**src/rtl/gtp_drp_rmw.sv**
```systemverilog
// DRP master for GTPE2_COMMON: accepts masked update requests and performs a read or a
// read-modify-write on the DRP port, returning the pre-modify data and a timeout flag.
module gtp_drp_rmw #(
  parameter int unsigned ADDR_W  = 8,
  parameter int unsigned DATA_W  = 16,
  parameter int unsigned TIMEOUT = 255
) (
  input  logic              clk,
  input  logic              rst_n,
  input  logic              req_valid,
  output logic              req_ready,
  input  logic [ADDR_W-1:0] req_addr,
  input  logic [DATA_W-1:0] req_wdata,
  input  logic [DATA_W-1:0] req_mask,
  input  logic              req_rd_only,
  output logic              rsp_valid,
  output logic [DATA_W-1:0] rsp_rdata,
  output logic              rsp_err,
  output logic              busy,
  output logic [ADDR_W-1:0] drp_addr,
  output logic [DATA_W-1:0] drp_di,
  output logic              drp_en,
  output logic              drp_we,
  input  logic [DATA_W-1:0] drp_do,
  input  logic              drp_rdy
);

  localparam int unsigned CntW = $clog2(TIMEOUT + 1);

  typedef enum logic [2:0] {
    StIdle,
    StRdReq,
    StRdWait,
    StWrReq,
    StWrWait,
    StDone
  } state_e;

  state_e              state_q, state_d;
  logic [CntW-1:0]     cnt_q;
  logic [ADDR_W-1:0]   addr_q;
  logic [DATA_W-1:0]   wdata_q, mask_q, di_q, rdata_q;
  logic                rd_only_q, err_q;
  logic                timeout;

  // Asserted on the TIMEOUT-th consecutive wait cycle without drp_rdy.
  assign timeout = (cnt_q == CntW'(TIMEOUT - 1));

  always_ff @(posedge clk or negedge rst_n) begin
    if (!rst_n) begin
      state_q <= StIdle;
    end else begin
      state_q <= state_d;
    end
  end

  always_comb begin
    state_d = state_q;
    case (state_q)
      StIdle:   if (req_valid) state_d = StRdReq;
      StRdReq:  state_d = StRdWait;
      StRdWait: begin
        if (drp_rdy)      state_d = rd_only_q ? StDone : StWrReq;
        else if (timeout) state_d = StDone;
      end
      StWrReq:  state_d = StWrWait;
      StWrWait: if (drp_rdy || timeout) state_d = StDone;
      StDone:   state_d = StIdle;
      default:  state_d = StIdle;
    endcase
  end

  // DRP strobes decode straight from state so a reset drops them without waiting for a clock.
  always_comb begin
    req_ready = (state_q == StIdle);
    busy      = (state_q != StIdle);
    drp_en    = (state_q == StRdReq) || (state_q == StWrReq);
    drp_we    = (state_q == StWrReq);
    rsp_valid = (state_q == StDone);
    rsp_err   = (state_q == StDone) && err_q;
  end

  always_ff @(posedge clk or negedge rst_n) begin
    if (!rst_n) begin
      cnt_q     <= '0;
      addr_q    <= '0;
      wdata_q   <= '0;
      mask_q    <= '0;
      di_q      <= '0;
      rdata_q   <= '0;
      rd_only_q <= 1'b0;
      err_q     <= 1'b0;
    end else begin
      case (state_q)
        StIdle: begin
          if (req_valid) begin
            addr_q    <= req_addr;
            wdata_q   <= req_wdata;
            mask_q    <= req_mask;
            rd_only_q <= req_rd_only;
            err_q     <= 1'b0;
          end
        end
        StRdReq, StWrReq: cnt_q <= '0;
        StRdWait: begin
          if (drp_rdy) begin
            rdata_q <= drp_do;
            di_q    <= (drp_do & ~mask_q) | (wdata_q & mask_q);
          end else if (timeout) begin
            err_q <= 1'b1;
          end else begin
            cnt_q <= cnt_q + CntW'(1);
          end
        end
        StWrWait: begin
          if (!drp_rdy) begin
            if (timeout) err_q <= 1'b1;
            else         cnt_q <= cnt_q + CntW'(1);
          end
        end
        default: ;
      endcase
    end
  end

  assign drp_addr  = addr_q;
  assign drp_di    = di_q;
  assign rsp_rdata = rdata_q;

endmodule

```
**config.mk**
```make
export PLATFORM = sky130hd
export DESIGN_NAME = gtp_drp_rmw
export DESIGN_NICKNAME = d
export VERILOG_FILES = /design/src/rtl/gtp_drp_rmw.sv
export SDC_FILE = /design/constraint.sdc
export NUM_CORES = 1
export LEC_CHECK = 0
export ABC_AREA = 1
export CELL_PAD_IN_SITES_DETAIL_PLACEMENT = 0
export CELL_PAD_IN_SITES_GLOBAL_PLACEMENT = 1
export CORE_MARGIN = 2
export CORE_UTILIZATION = 35
export CTS_CLUSTER_DIAMETER = 40
export DETAILED_ROUTE_END_ITERATION = 12
export PLACE_DENSITY_LB_ADDON = 0.1
export SYNTH_ARGS = -nofsm -noshare
export SYNTH_HDL_FRONTEND = slang
export SYNTH_SLANG_ARGS = --single-unit
```
**constraint.sdc**
```tcl
create_clock -name clk -period 1.8 [get_ports clk]
set_input_delay 0.18 -clock clk [delete_from_list [all_inputs] [get_ports clk]]
set_output_delay 0.18 -clock clk [all_outputs]
set_load 0.005 [all_outputs]
```
Word-level counts from Yosys, hierarchy flattened. Cells that the tools add are included.

Reductions and logical operators: 14. Equal/unequal tests: 12. Add/sub/neg operators: 1. Multiplexer cells: 13. Bitwise operators: 4.

Operators by type and width (count): $and A16 B16 Y16 (2); $mux W8 (2); $not A16 Y16 (1); $or A16 B16 Y16 (1); $pmux W8 S2 (1); $mux W3 (5); $pmux W3 S5 (1); $add A8 B1 Y8 const B (1); $eq A8 B8 Y1 const B (1); $ne A2 B2 Y1 const B (4); $eq A3 B2 Y1 const B (2); $eq A3 B3 Y1 const B (2); $reduce_and A3 Y1 (2); $reduce_and A2 Y1 (2); $reduce_and A4 Y1 (1); $reduce_bool A2 Y1 (2); $reduce_or A2 Y1 (2); $eq A3 B1 Y1 const B (1); $logic_not A3 Y1 (1); $mux W1 (3); $ne A3 B3 Y1 const B (1); $reduce_bool A3 Y1 (1); $logic_or A1 B1 Y1 (2); $ne A2 B1 Y1 const B (1); other kinds (2) (2).

Logic and storage cells: 53. Output and inout port bits: 46. Input bits: 61. Register bits after elaboration: 85.

Longest topological paths before layout. Gate-level depths: netlist of run 1.

Depth after elaboration: 4. Mapped depth: 9. Gate-level depth less buffers: 9.

Worst setup path before layout of run 1. Ideal clock, no wire load.

Path type: flip-flop to flip-flop. Start point: register cnt_q[0]. End point: register cnt_q[3]. Cell stages (with the launch flop): 10. Slack: 0.515 ns. Path buffers: 1. Data required time: 1.678 ns. Setup time: 0.122 ns. Clock period less this slack: 1.285 ns. Arrival: 1.163 ns. Path through: dfrtp_1 > inv_1 > ha_1 > nand2_1 > nor2_1 > nand2_2 > nand3_4 > buf_6 > nand3_1 > o21ai_1.

Cells in the longest elaborated chain, start to end: 4. Elaborated cells on any way between the ends: 7. Those cells by class: add/sub: 1; eq/ne: 2; mux: 3; reduce/logical: 1.

RTL lines: start: declaration (RTL line 40) `logic [CntW-1:0] cnt_q;`; start signal: assignment (RTL line 112) `cnt_q <= cnt_q + CntW'(1);`; start signal: assignment (RTL line 118) `else cnt_q <= cnt_q + CntW'(1);`; $add A8 B1 Y8 (RTL line 112, 118); $mux W8 (RTL line 109, 117); $mux W8 (RTL line 116) `if (!drp_rdy) begin`; $pmux W8 S2 (RTL line 94) `case (state_q)`.

Parallel ways exist; a longest one is shown, timed or not. The select of a mux whose other input is x is not followed. A chain may end at the register's enable or synchronous reset.

Worst setup path in the final report of run 1.
Start point: register state_q[2]. End point: output port drp_en.

Cells in the longest elaborated chain, start to end: 2. Elaborated cells on any way between the ends: 3. Those cells by class: eq/ne: 2; reduce/logical: 1.

RTL lines: start: declaration (RTL line 39) `state_e state_q, state_d;`; start signal: assignment (RTL line 51) `state_q <= StIdle;`; start signal: assignment (RTL line 53) `state_q <= state_d;`; $eq A3 B1 Y1 / $eq A3 B2 Y1 (equally long branches) (RTL line 77) `drp_en = (state_q == StRdReq) || (state_q == StWrReq);`; $logic_or A1 B1 Y1 * (RTL line 77); end: declaration (RTL line 22) `output logic drp_en,`.

Mark *: on every way between the ends. The rest lies on a longest branch, timed or not.

==> results.ini, run 1 <==
[outcome]
status=complete, no violations

[routing]
viasPerCell=4.63
vias=3328
routed_wl_um=9790
routedWlPerCell_um=13.6
dr.first_iter.drc_count=136
drtAntennaViolNets=0
first_pass_iters=4
drc_errors=0

[global_routing]
grt_pass1_vias=3327
overflow=0
grt_max_degree=49
grt_pass1_wl_um=16100
grt_usage_pct=17.4
antenna_found_initial=0

[pwr]
p_leak_nw=2.66
peakVddDrop_mv=0.559
power_per_cell_area_nw_per_um2=1510

[cts]
cts_num_sinks=85
h-tree-depth=3
clk_latency_ns=0.35
cts_buffers=9
clockRootBuffer=clkbuf_8
path_clk_slew_ns=0.10
cts_buffer_depth=2
cts_tree=yes

[layout]
area_growth_pct=38.5
final_area_um2=5350
n_antenna_cell=0
instances_no_fill=719
final_common_cell=nand2_1
drive_gt1_share_pct=9.33
final_cell_mix=nand2_1, clkdlybuf4s50_1, dfrtp_1
nets=637

[critical_path]
critical_path_arrival_ns=1.50
worstPathRequired_ns=1.62
critPathLaunch=state_q[2]
start_kind=flip-flop
rrSetupSlack_ns=0.23
critPathCaptureType=output port
crit-reg2reg-launch=state_q[1]
reg2regPathDepth=8
rr_endpoint=cnt_q[6]
worstSetupPathType=reg2out
crit_fanout=7

[synth]
yosys_warnings=0
ys_async_sr_fraction_pct=100
synth_top_area_share_pct=55.1
postSynthAreaPerCell_um2=8.27
ys_seq_area_share_pct=55.1
ys_types=28
synth_cells=467
synth-edff-count=0
synth_nets=530
synth_area_leaders=dfrtp_1, nand2_1, nand3_1
yosys.area.top_type=dfrtp_1
synth_seq_cells=85
syn_area_um2=3860
ys.flop_type=dfrtp_1

[placed_design]
gp_congestion=0.822
port_buffers=106
placedCellCount=700
place_area_um2=5060
hpwl_um=6790

[floorplanning]
ioPinCount=107
die_h_um=109
start_util_pct=35.8
core_um2=10800
die-area_um2=11900
rows=38
die_x_um=109

[worst_hold_path]
hold_end=wdata_q[1]
min_path_cells=3
hold_path_class=in2reg
worstHoldStart=req_valid

[timing]
setup_viol=0
final_max_slew_viol_count=0
timing.slew.headroom_pct=72.4
timing.final.crit_share_pct=93.6
fmax_mhz=594
tns_ns=0
tightest_slew_ns=0.414
final-hold-violation-count=0
clock-skew-final_ns=0.00936
min_period_ns=1.68
grt_setup_unrepaired=no

[job]
max_cap_viol_count=0

## logic make-up after synthesis
| group | count (synthesis) | share of synthesized area [%] |
|---|---|---|
| flip-flops | 85 | 55.1 |
| adder cells (fa/ha/maj) | 2 | 0.648 |
| AND/OR/NAND/NOR | 284 | 31.5 |
| AO/OA/AOI/OAI | 41 | 5.83 |
| XOR/XNOR | 1 | 0.227 |
| buffers and inverters | 54 | 6.70 |
## worst max-delay path by stage
stage | to | slack, ns | depth (start not counted)
floorplan | cnt_q[3] | 0.51 | 9
global placement | rsp_err | 0.26 | 4
detailed placement | rsp_err | 0.22 | 4
CTS | drp_en | 0.01 | 3
global route | busy | 0.05 | 3
finish | drp_en | 0.12 | 2
## sequential cells by signal, summed over array words and instances, names as in the netlist
name and count:
drp_di 16, cnt_q 8, err_q 1, rsp_rdata 16, rd_only_q 1, wdata_q 16
drp_addr 8, mask_q 16, state_q 3
## final cells by class
type / instances / area (um2)
Sequential cell: 85 / 2130
Fill cell: 1061 / 5440
Inverter: 32 / 123
Multi-Input combinational cell: 328 / 1490
Clock buffer: 9 / 124
Tap cell: 140 / 175
Clock inverter: 7 / 128
Timing Repair Buffer: 118 / 1190
## power breakdown
part | internal, mW | total, mW | switching [mW]
Clock | 0.945 | 1.70 | 0.755
Combinational | 1.57 | 3.09 | 1.52
Sequential | 2.74 | 3.27 | 0.538
Total | 5.25 | 8.06 | 2.81
## cell usage after synthesis, types with 2 or more instances
master / instances
a21oi_1: 2
buf_2: 10
buf_6: 5
clkbuf_1: 6
dfrtp_1: 85
ha_1: 2
inv_1: 27
inv_2: 4
nand2_1: 196
nand2_2: 4
nand3_1: 56
nand3_4: 2
nor2_1: 14
nor2_2: 2
nor3_1: 4
o21ai_0: 30
o21ai_1: 3
o21ai_2: 4
o21bai_1: 2
## metrics by stage
step	util (%)	power (mW)	hold WS (ns)	worst slack [ns]
6_report	49.6	8.06	0.271	0.116
4_1_cts	49.4	8.14	0.257	0.0124
3_5_place_dp	46.9	6.42	0.146	0.223
3_3_place_gp	46.9	6.36	0.139	0.264
2_1_floorplan	-	4.83	-0.116	0.515
5_1_grt	49.6	8.74	0.269	0.0455
## per-layer routing
metal  routed length [um]  global-route usage, %  up-vias
met2                 4700                   28.8       68
met5                    0                      0        -
met4                   65                   4.95        0
met3                  481                   3.95        4
li1                     -                      -     1686
met1                 4550                   22.9     1570
## worst max-delay path, cell delays in order (launching register included)
cell and delay [ns]:
dfrtp_2 0.48, nor2_2 0.17, clkdlybuf4s50_1 0.52
## what timing repair did
item | 4_1_cts | 5_1_grt
hold endpoints to repair | 28 | 0
buffers inserted | 1 | 1
gates resized for setup | 5 | 4
pin swaps | 1 | 0
hold buffers | 1 | 0
endpoints found under the setup margin | 4 | 3
gates cloned | 0 | 0
(Power assumes the default switching activity.)
==> run 2, diff against run 1 <==
--- a/config.mk
+++ b/config.mk
@@ -10,9 +10,11 @@
 export CELL_PAD_IN_SITES_GLOBAL_PLACEMENT = 1
 export CORE_MARGIN = 2
 export CORE_UTILIZATION = 35
+export CTS_BUF_LIST = sky130_fd_sc_hd__clkbuf_16
 export CTS_CLUSTER_DIAMETER = 40
 export DETAILED_ROUTE_END_ITERATION = 12
 export PLACE_DENSITY_LB_ADDON = 0.1
+export SLEW_MARGIN = 20
 export SYNTH_ARGS = -nofsm -noshare
 export SYNTH_HDL_FRONTEND = slang
 export SYNTH_SLANG_ARGS = --single-unit
==> run 2 against run 1 <==
Register-to-register slack about the same. Critical path depth up 1. Via count about the same. Clock skew down 0.0012 ns. Clock power up 29%. Critical endpoint is now rsp_valid. Highest routed layer unchanged. Largest power group unchanged. Maximum frequency down 2.1%. First-iteration DRC count down 0.74%. Global-route usage about the same.
==> results.ini, run 2 (same netlist as run 1, synthesis figures left out) <==
[outcome]
status=complete, no violations  ; unchanged

[routing]
drtAntennaViolNets=0  ; unchanged
first_pass_iters=4  ; unchanged
dr.first_iter.drc_count=135  ; was 136
vias=3326  ; was 3328
routed_wl_um=9760  ; was 9790 um
viasPerCell=4.63  ; about the same
drc_errors=0  ; unchanged
routedWlPerCell_um=13.6  ; about the same

[pwr]
p_leak_nw=2.67  ; was 2.66 nW
seq_power_share_pct=38.3  ; was 40.6%
peakVddDrop_mv=0.644  ; was 0.559 mV
p_comb_share_pct=36.1  ; was 38.3%
netSwitchingPower_mw=2.86  ; was 2.81 mW
p_int_mw=5.69  ; was 5.25 mW
power_per_cell_area_nw_per_um2=1570  ; was 1510 nW/um2
power.clock.fraction_pct=25.6  ; was 21.1%
swShare_pct=33.4  ; was 34.8%

[timing]
grt_setup_unrepaired=no  ; unchanged
final-hold-violation-count=0  ; unchanged
timing.final.crit_share_pct=95.6  ; was 93.6%
timing.slew.headroom_pct=72.4  ; about the same
setup_viol=0  ; unchanged
final_max_slew_viol_count=0  ; unchanged
tightest_slew_ns=0.414  ; about the same
clock-skew-final_ns=0.00815  ; was 0.00936 ns
tns_ns=0  ; unchanged
min_period_ns=1.72  ; was 1.68 ns
fmax_mhz=581  ; was 594 MHz

[layout]
nets=637  ; unchanged
final_cell_mix=nand2_1, clkdlybuf4s50_1, dfrtp_1  ; unchanged
final_area_um2=5450  ; was 5350 um2
n_antenna_cell=0  ; unchanged
final_common_cell=nand2_1  ; unchanged
post-route-util_pct=50.5  ; was 49.6%
area_growth_pct=40.9  ; was 38.5%
drive_gt1_share_pct=9.15  ; was 9.33%

[cts]
path_clk_slew_ns=0.07  ; was 0.10 ns
clk_latency_ns=0.33  ; was 0.35 ns
cts_buffer_depth=2  ; unchanged
clockRootBuffer=clkbuf_16  ; was clkbuf_8
cts_buffers=9  ; unchanged
cts_num_sinks=85  ; unchanged
cts_tree=yes  ; unchanged
h-tree-depth=3  ; unchanged

[critical_path]
slowest_stage=clkdlybuf4s50_1  ; unchanged
critPathCaptureType=output port  ; unchanged
crit_chain=inv_4 > nor3_2 > clkdlybuf4s50_1  ; was nor2_2 > clkdlybuf4s50_1
crit_fanout=7  ; unchanged
slowest_delay_ns=0.52  ; about the same
start_kind=flip-flop  ; unchanged
path_buf_inv=2  ; was 1
critPathTopFamily=buffers and inverters  ; unchanged
worstPathRequired_ns=1.62  ; about the same
worstSetupPathType=reg2out  ; unchanged
critical_path_arrival_ns=1.54  ; was 1.50 ns

[floorplanning]
rows=38  ; unchanged
start_util_pct=35.8  ; unchanged
die_h_um=109  ; unchanged
ioPinCount=107  ; unchanged
die-area_um2=11900  ; unchanged
core_um2=10800  ; unchanged
die_x_um=109  ; unchanged

[global_routing]
overflow=0  ; unchanged
grt_pass1_wl_um=16100  ; about the same
grt_pass1_vias=3330  ; was 3327
antenna_found_initial=0  ; unchanged
grt_usage_pct=17.4  ; about the same
grt_max_degree=49  ; unchanged

[placed_design]
gp_congestion=0.822  ; unchanged
place_area_um2=5060  ; unchanged
port_buffers=106  ; unchanged
hpwl_um=6790  ; unchanged

[worst_hold_path]
hold_path_class=in2reg  ; unchanged

[job]
max_cap_viol_count=0  ; unchanged

## run 2: through the flow
stage | total power [mW] | setup slack, ns | std cells | hold slack, ns
global placement | 6.36 | 0.264 | 700 | 0.139
detailed placement | 6.42 | 0.223 | 700 | 0.146
finish | 8.55 | 0.0793 | 719 | 0.295
CTS | 8.64 | 0.0421 | 718 | 0.287
global route | 9.24 | 0.0123 | 719 | 0.307
floorplan | 4.83 | 0.515 | 467 | -0.116
## run 2: power groups by stage
stage,sequential (mW),clock (mW),combinational [mW]
2_1_floorplan,3.21,0,1.62
5_1_grt,3.39,2.34,3.51
4_1_cts,3.28,2.22,3.13
6_report,3.28,2.19,3.09
3_3_place_gp,3.29,0,3.08
3_5_place_dp,3.30,0,3.11
## run 2: cell type report
cell class	instances	area (um2)
Clock buffer	9	225
Clock inverter	7	128
Fill cell	1049	5350
Inverter	32	123
Multi-Input combinational cell	328	1480
Sequential cell	85	2130
Tap cell	140	175
Timing Repair Buffer	118	1180
## run 2: final timing paths
path                            slack, ns       start      endpoint  cells after the start
max in group asynchronous            0.87       rst_n  rsp_rdata[3]                      3
worst max-delay path                 0.08  state_q[2]     rsp_valid                      3
worst min register to register       0.47   drp_di[5]     drp_di[5]                      2
worst max register to register       0.24  state_q[1]      cnt_q[6]                      8
worst min-delay path                 0.30   req_valid     mask_q[2]                      3
min in group asynchronous            0.32       rst_n      cnt_q[0]                      2
## run 2: what timing repair did
item | 4_1_cts | 5_1_grt
hold endpoints to repair | 28 | 0
buffers inserted | 1 | 1
hold buffers | 1 | 0
resized for setup | 5 | 1
pin swaps | 1 | 0
setup endpoints to repair | 3 | 3
## run 2: routing by layer
layer	vias to the layer above	track usage (%)	wire (um)
met5	-	0	0
li1	1689	-	-
met2	65	28.9	4630
met3	5	3.95	487
met4	0	4.95	76
met1	1567	22.8	4560
## run 2: tightest hold or removal path: stages
cell     delay (ns)
buf_2          0.23
nand3_1        0.13
nand2_1        0.05
==> run 3, diff against run 2 <==
--- a/config.mk
+++ b/config.mk
@@ -8,6 +8,7 @@
 export ABC_AREA = 1
 export CELL_PAD_IN_SITES_DETAIL_PLACEMENT = 0
 export CELL_PAD_IN_SITES_GLOBAL_PLACEMENT = 1
+export CORE_ASPECT_RATIO = 0.6
 export CORE_MARGIN = 2
 export CORE_UTILIZATION = 35
 export CTS_BUF_LIST = sky130_fd_sc_hd__clkbuf_16
==> constraint.sdc (replaced) <==
create_clock -name clk -period 1.8 [get_ports clk]
set_input_delay 0.18 -clock clk [delete_from_list [all_inputs] [get_ports clk]]
set_output_delay 0.18 -clock clk [all_outputs]
set_load 0.02 [all_outputs]
==> run 3 against run 2 <==
Critical endpoint is now req_ready. Clock-buffer cell count is the same. Global-route usage grew 0.40 points. Wire length grew 2.0%. Via count is essentially flat. Die area grew 0.24%. Critical path depth grew 1. Clock skew shrank 0.0011 ns. First-iteration DRC count shrank 3.7%.
==> results.ini, run 3 (same netlist as run 1, synthesis figures left out) <==
[timing]
setup_viol=0  ; unchanged
min_period_ns=1.67  ; was 1.72 ns
final_max_slew_viol_count=0  ; unchanged
tightest_slew_ns=0.387  ; was 0.414 ns
timing.final.crit_share_pct=92.6  ; was 95.6%
fmax_mhz=600  ; was 581 MHz
tns_ns=0  ; unchanged
clock-skew-final_ns=0.00704  ; was 0.00815 ns
timing.slew.headroom_pct=74.2  ; was 72.4%
final-hold-violation-count=0  ; unchanged
grt_setup_unrepaired=no  ; unchanged

[placed_design]
placedCellCount=703  ; was 700
gp_congestion=0.842  ; was 0.822
port_buffers=106  ; unchanged
hpwl_um=6920  ; was 6790 um
place_area_um2=5080  ; was 5060 um2

[floorplanning]
die_x_um=140  ; was 109 um
rows=29  ; was 38
ioPinCount=107  ; unchanged
die_h_um=85.4  ; was 109 um
start_util_pct=36.2  ; was 35.8%
core_um2=10700  ; was 10800 um2
die-area_um2=11900  ; about the same

[global_routing]
overflow=0  ; unchanged
grt_pass1_vias=3320  ; was 3330
grt_usage_pct=17.8  ; was 17.4%
grt_max_degree=44  ; was 49
grt_pass1_wl_um=16800  ; was 16100 um
antenna_found_initial=0  ; unchanged

[pwr]
peakVddDrop_mv=0.690  ; was 0.644 mV
power_mw=9.03  ; was 8.55 mW
p_leak_nw=2.69  ; was 2.67 nW
power_per_cell_area_nw_per_um2=1670  ; was 1570 nW/um2

[critical_path]
crit_chain=nor2_4 > nand2_2 > inv_2 > dlygate4sd2_1  ; was inv_4 > nor3_2 > clkdlybuf4s50_1
worstSetupPathType=reg2out  ; unchanged
critPathCaptureType=output port  ; unchanged
start_kind=flip-flop  ; unchanged
crit-reg2reg-launch=cnt_q[0]  ; was state_q[1]
critical_path_arrival_ns=1.49  ; was 1.54 ns
slowest_stage=dfrtp_1  ; was clkdlybuf4s50_1
rrSetupSlack_ns=0.25  ; was 0.24 ns
critPathLaunch=state_q[1]  ; was state_q[2]
critPathTopFamily=buffers and inverters  ; unchanged
slowest_delay_ns=0.41  ; was 0.52 ns
path_buf_inv=2  ; unchanged
crit_fanout=4  ; was 7
worstPathRequired_ns=1.62  ; about the same

[cts]
clockRootBuffer=clkbuf_16  ; unchanged
path_clk_slew_ns=0.06  ; was 0.07 ns
cts_buffers=9  ; unchanged
post_cts_buffers=0  ; was 1
cts_num_sinks=85  ; unchanged
cts_tree=yes  ; unchanged
cts_buffer_depth=2  ; unchanged
clk_latency_ns=0.34  ; was 0.33 ns
h-tree-depth=3  ; unchanged

[layout]
nets=639  ; was 637
final_common_cell=nand2_1  ; unchanged
n_antenna_cell=0  ; unchanged
drive_gt1_share_pct=8.79  ; was 9.15%
final_cell_mix=nand2_1, clkdlybuf4s50_1, dfrtp_1  ; unchanged
instances_no_fill=719  ; unchanged
fillers=1030  ; was 1049
final_area_um2=5420  ; was 5450 um2
area_growth_pct=40.3  ; was 40.9%

[routing]
drc_errors=0  ; unchanged
routedWlPerCell_um=13.8  ; was 13.6 um
dr.first_iter.drc_count=130  ; was 135
vias=3327  ; was 3326
routed_wl_um=9950  ; was 9760 um
first_pass_iters=4  ; unchanged
viasPerCell=4.63  ; about the same
drtAntennaViolNets=0  ; unchanged

[worst_hold_path]
hold_path_class=in2reg  ; unchanged
worstHoldStart=req_valid  ; unchanged

[outcome]
status=complete, no violations  ; unchanged

[job]
max_cap_viol_count=0  ; unchanged

## run 3: layout make-up
class / count / area, um2 / share of cell area (%)
clock buffers: 9 / 225 / 4.15
clock inverters: 6 / 113 / 2.08
inverters: 32 / 123 / 2.26
multi-input cells: 328 / 1480 / 27.2
flip-flops and latches: 85 / 2130 / 39.2
well taps: 139 / 174 / 3.21
repair buffers: 120 / 1180 / 21.8
## run 3: final timing paths
kind / endpoint / cells past startpoint
worst max-delay path: req_ready / 4
min in group asynchronous: drp_addr[4] / 2
max in group asynchronous: state_q[0] / 3
worst max register to register: cnt_q[2] / 9
worst min-delay path: mask_q[1] / 3
worst min register to register: wdata_q[7] / 2
## run 3: worst reg2reg max path, cell delays in order (launching register included)
cell and delay, ns:
dfrtp_1 0.42, inv_1 0.09, ha_1 0.16, nand2_1 0.07, nor2_1 0.11, nand2_2 0.10, nand3_4 0.17, nand2_1 0.16
nand2_1 0.10, nand2_1 0.05
## run 3: what timing repair did
action / 4_1_cts / 5_1_grt
endpoints found under the setup margin: 5 / 1
endpoints found under the hold margin: 27 / 0
cloned: 0 / 0
resized for setup: 6 / 1
hold buffers: 1 / 0
## run 3: where the power goes
part | total [mW] | internal [mW] | switching, mW
logic | 3.67 | 1.57 | 2.10
clock network | 2.11 | 1.35 | 0.757
registers | 3.26 | 2.74 | 0.516
## run 3: metrics by stage
stage / hold slack (ns) / util (%) / setup WS [ns]
floorplan: -0.116 / - / 0.240
global placement: 0.133 / 47.6 / 0.192
detailed placement: 0.135 / 47.6 / 0.156
CTS: 0.229 / 50.8 / 0.0448
global route: 0.247 / 50.8 / 0.00510
finish: 0.237 / 50.8 / 0.132
## run 3: per-layer routing
layer	share of wire [%]	vias to the layer above	wire [um]	track usage, %
met5	0	-	0	0
met4	1.4	0	142	4.64
met3	6.9	16	682	6.43
met2	41	103	4030	25.7
met1	51	1520	5090	25.5
li1	-	1688	-	-
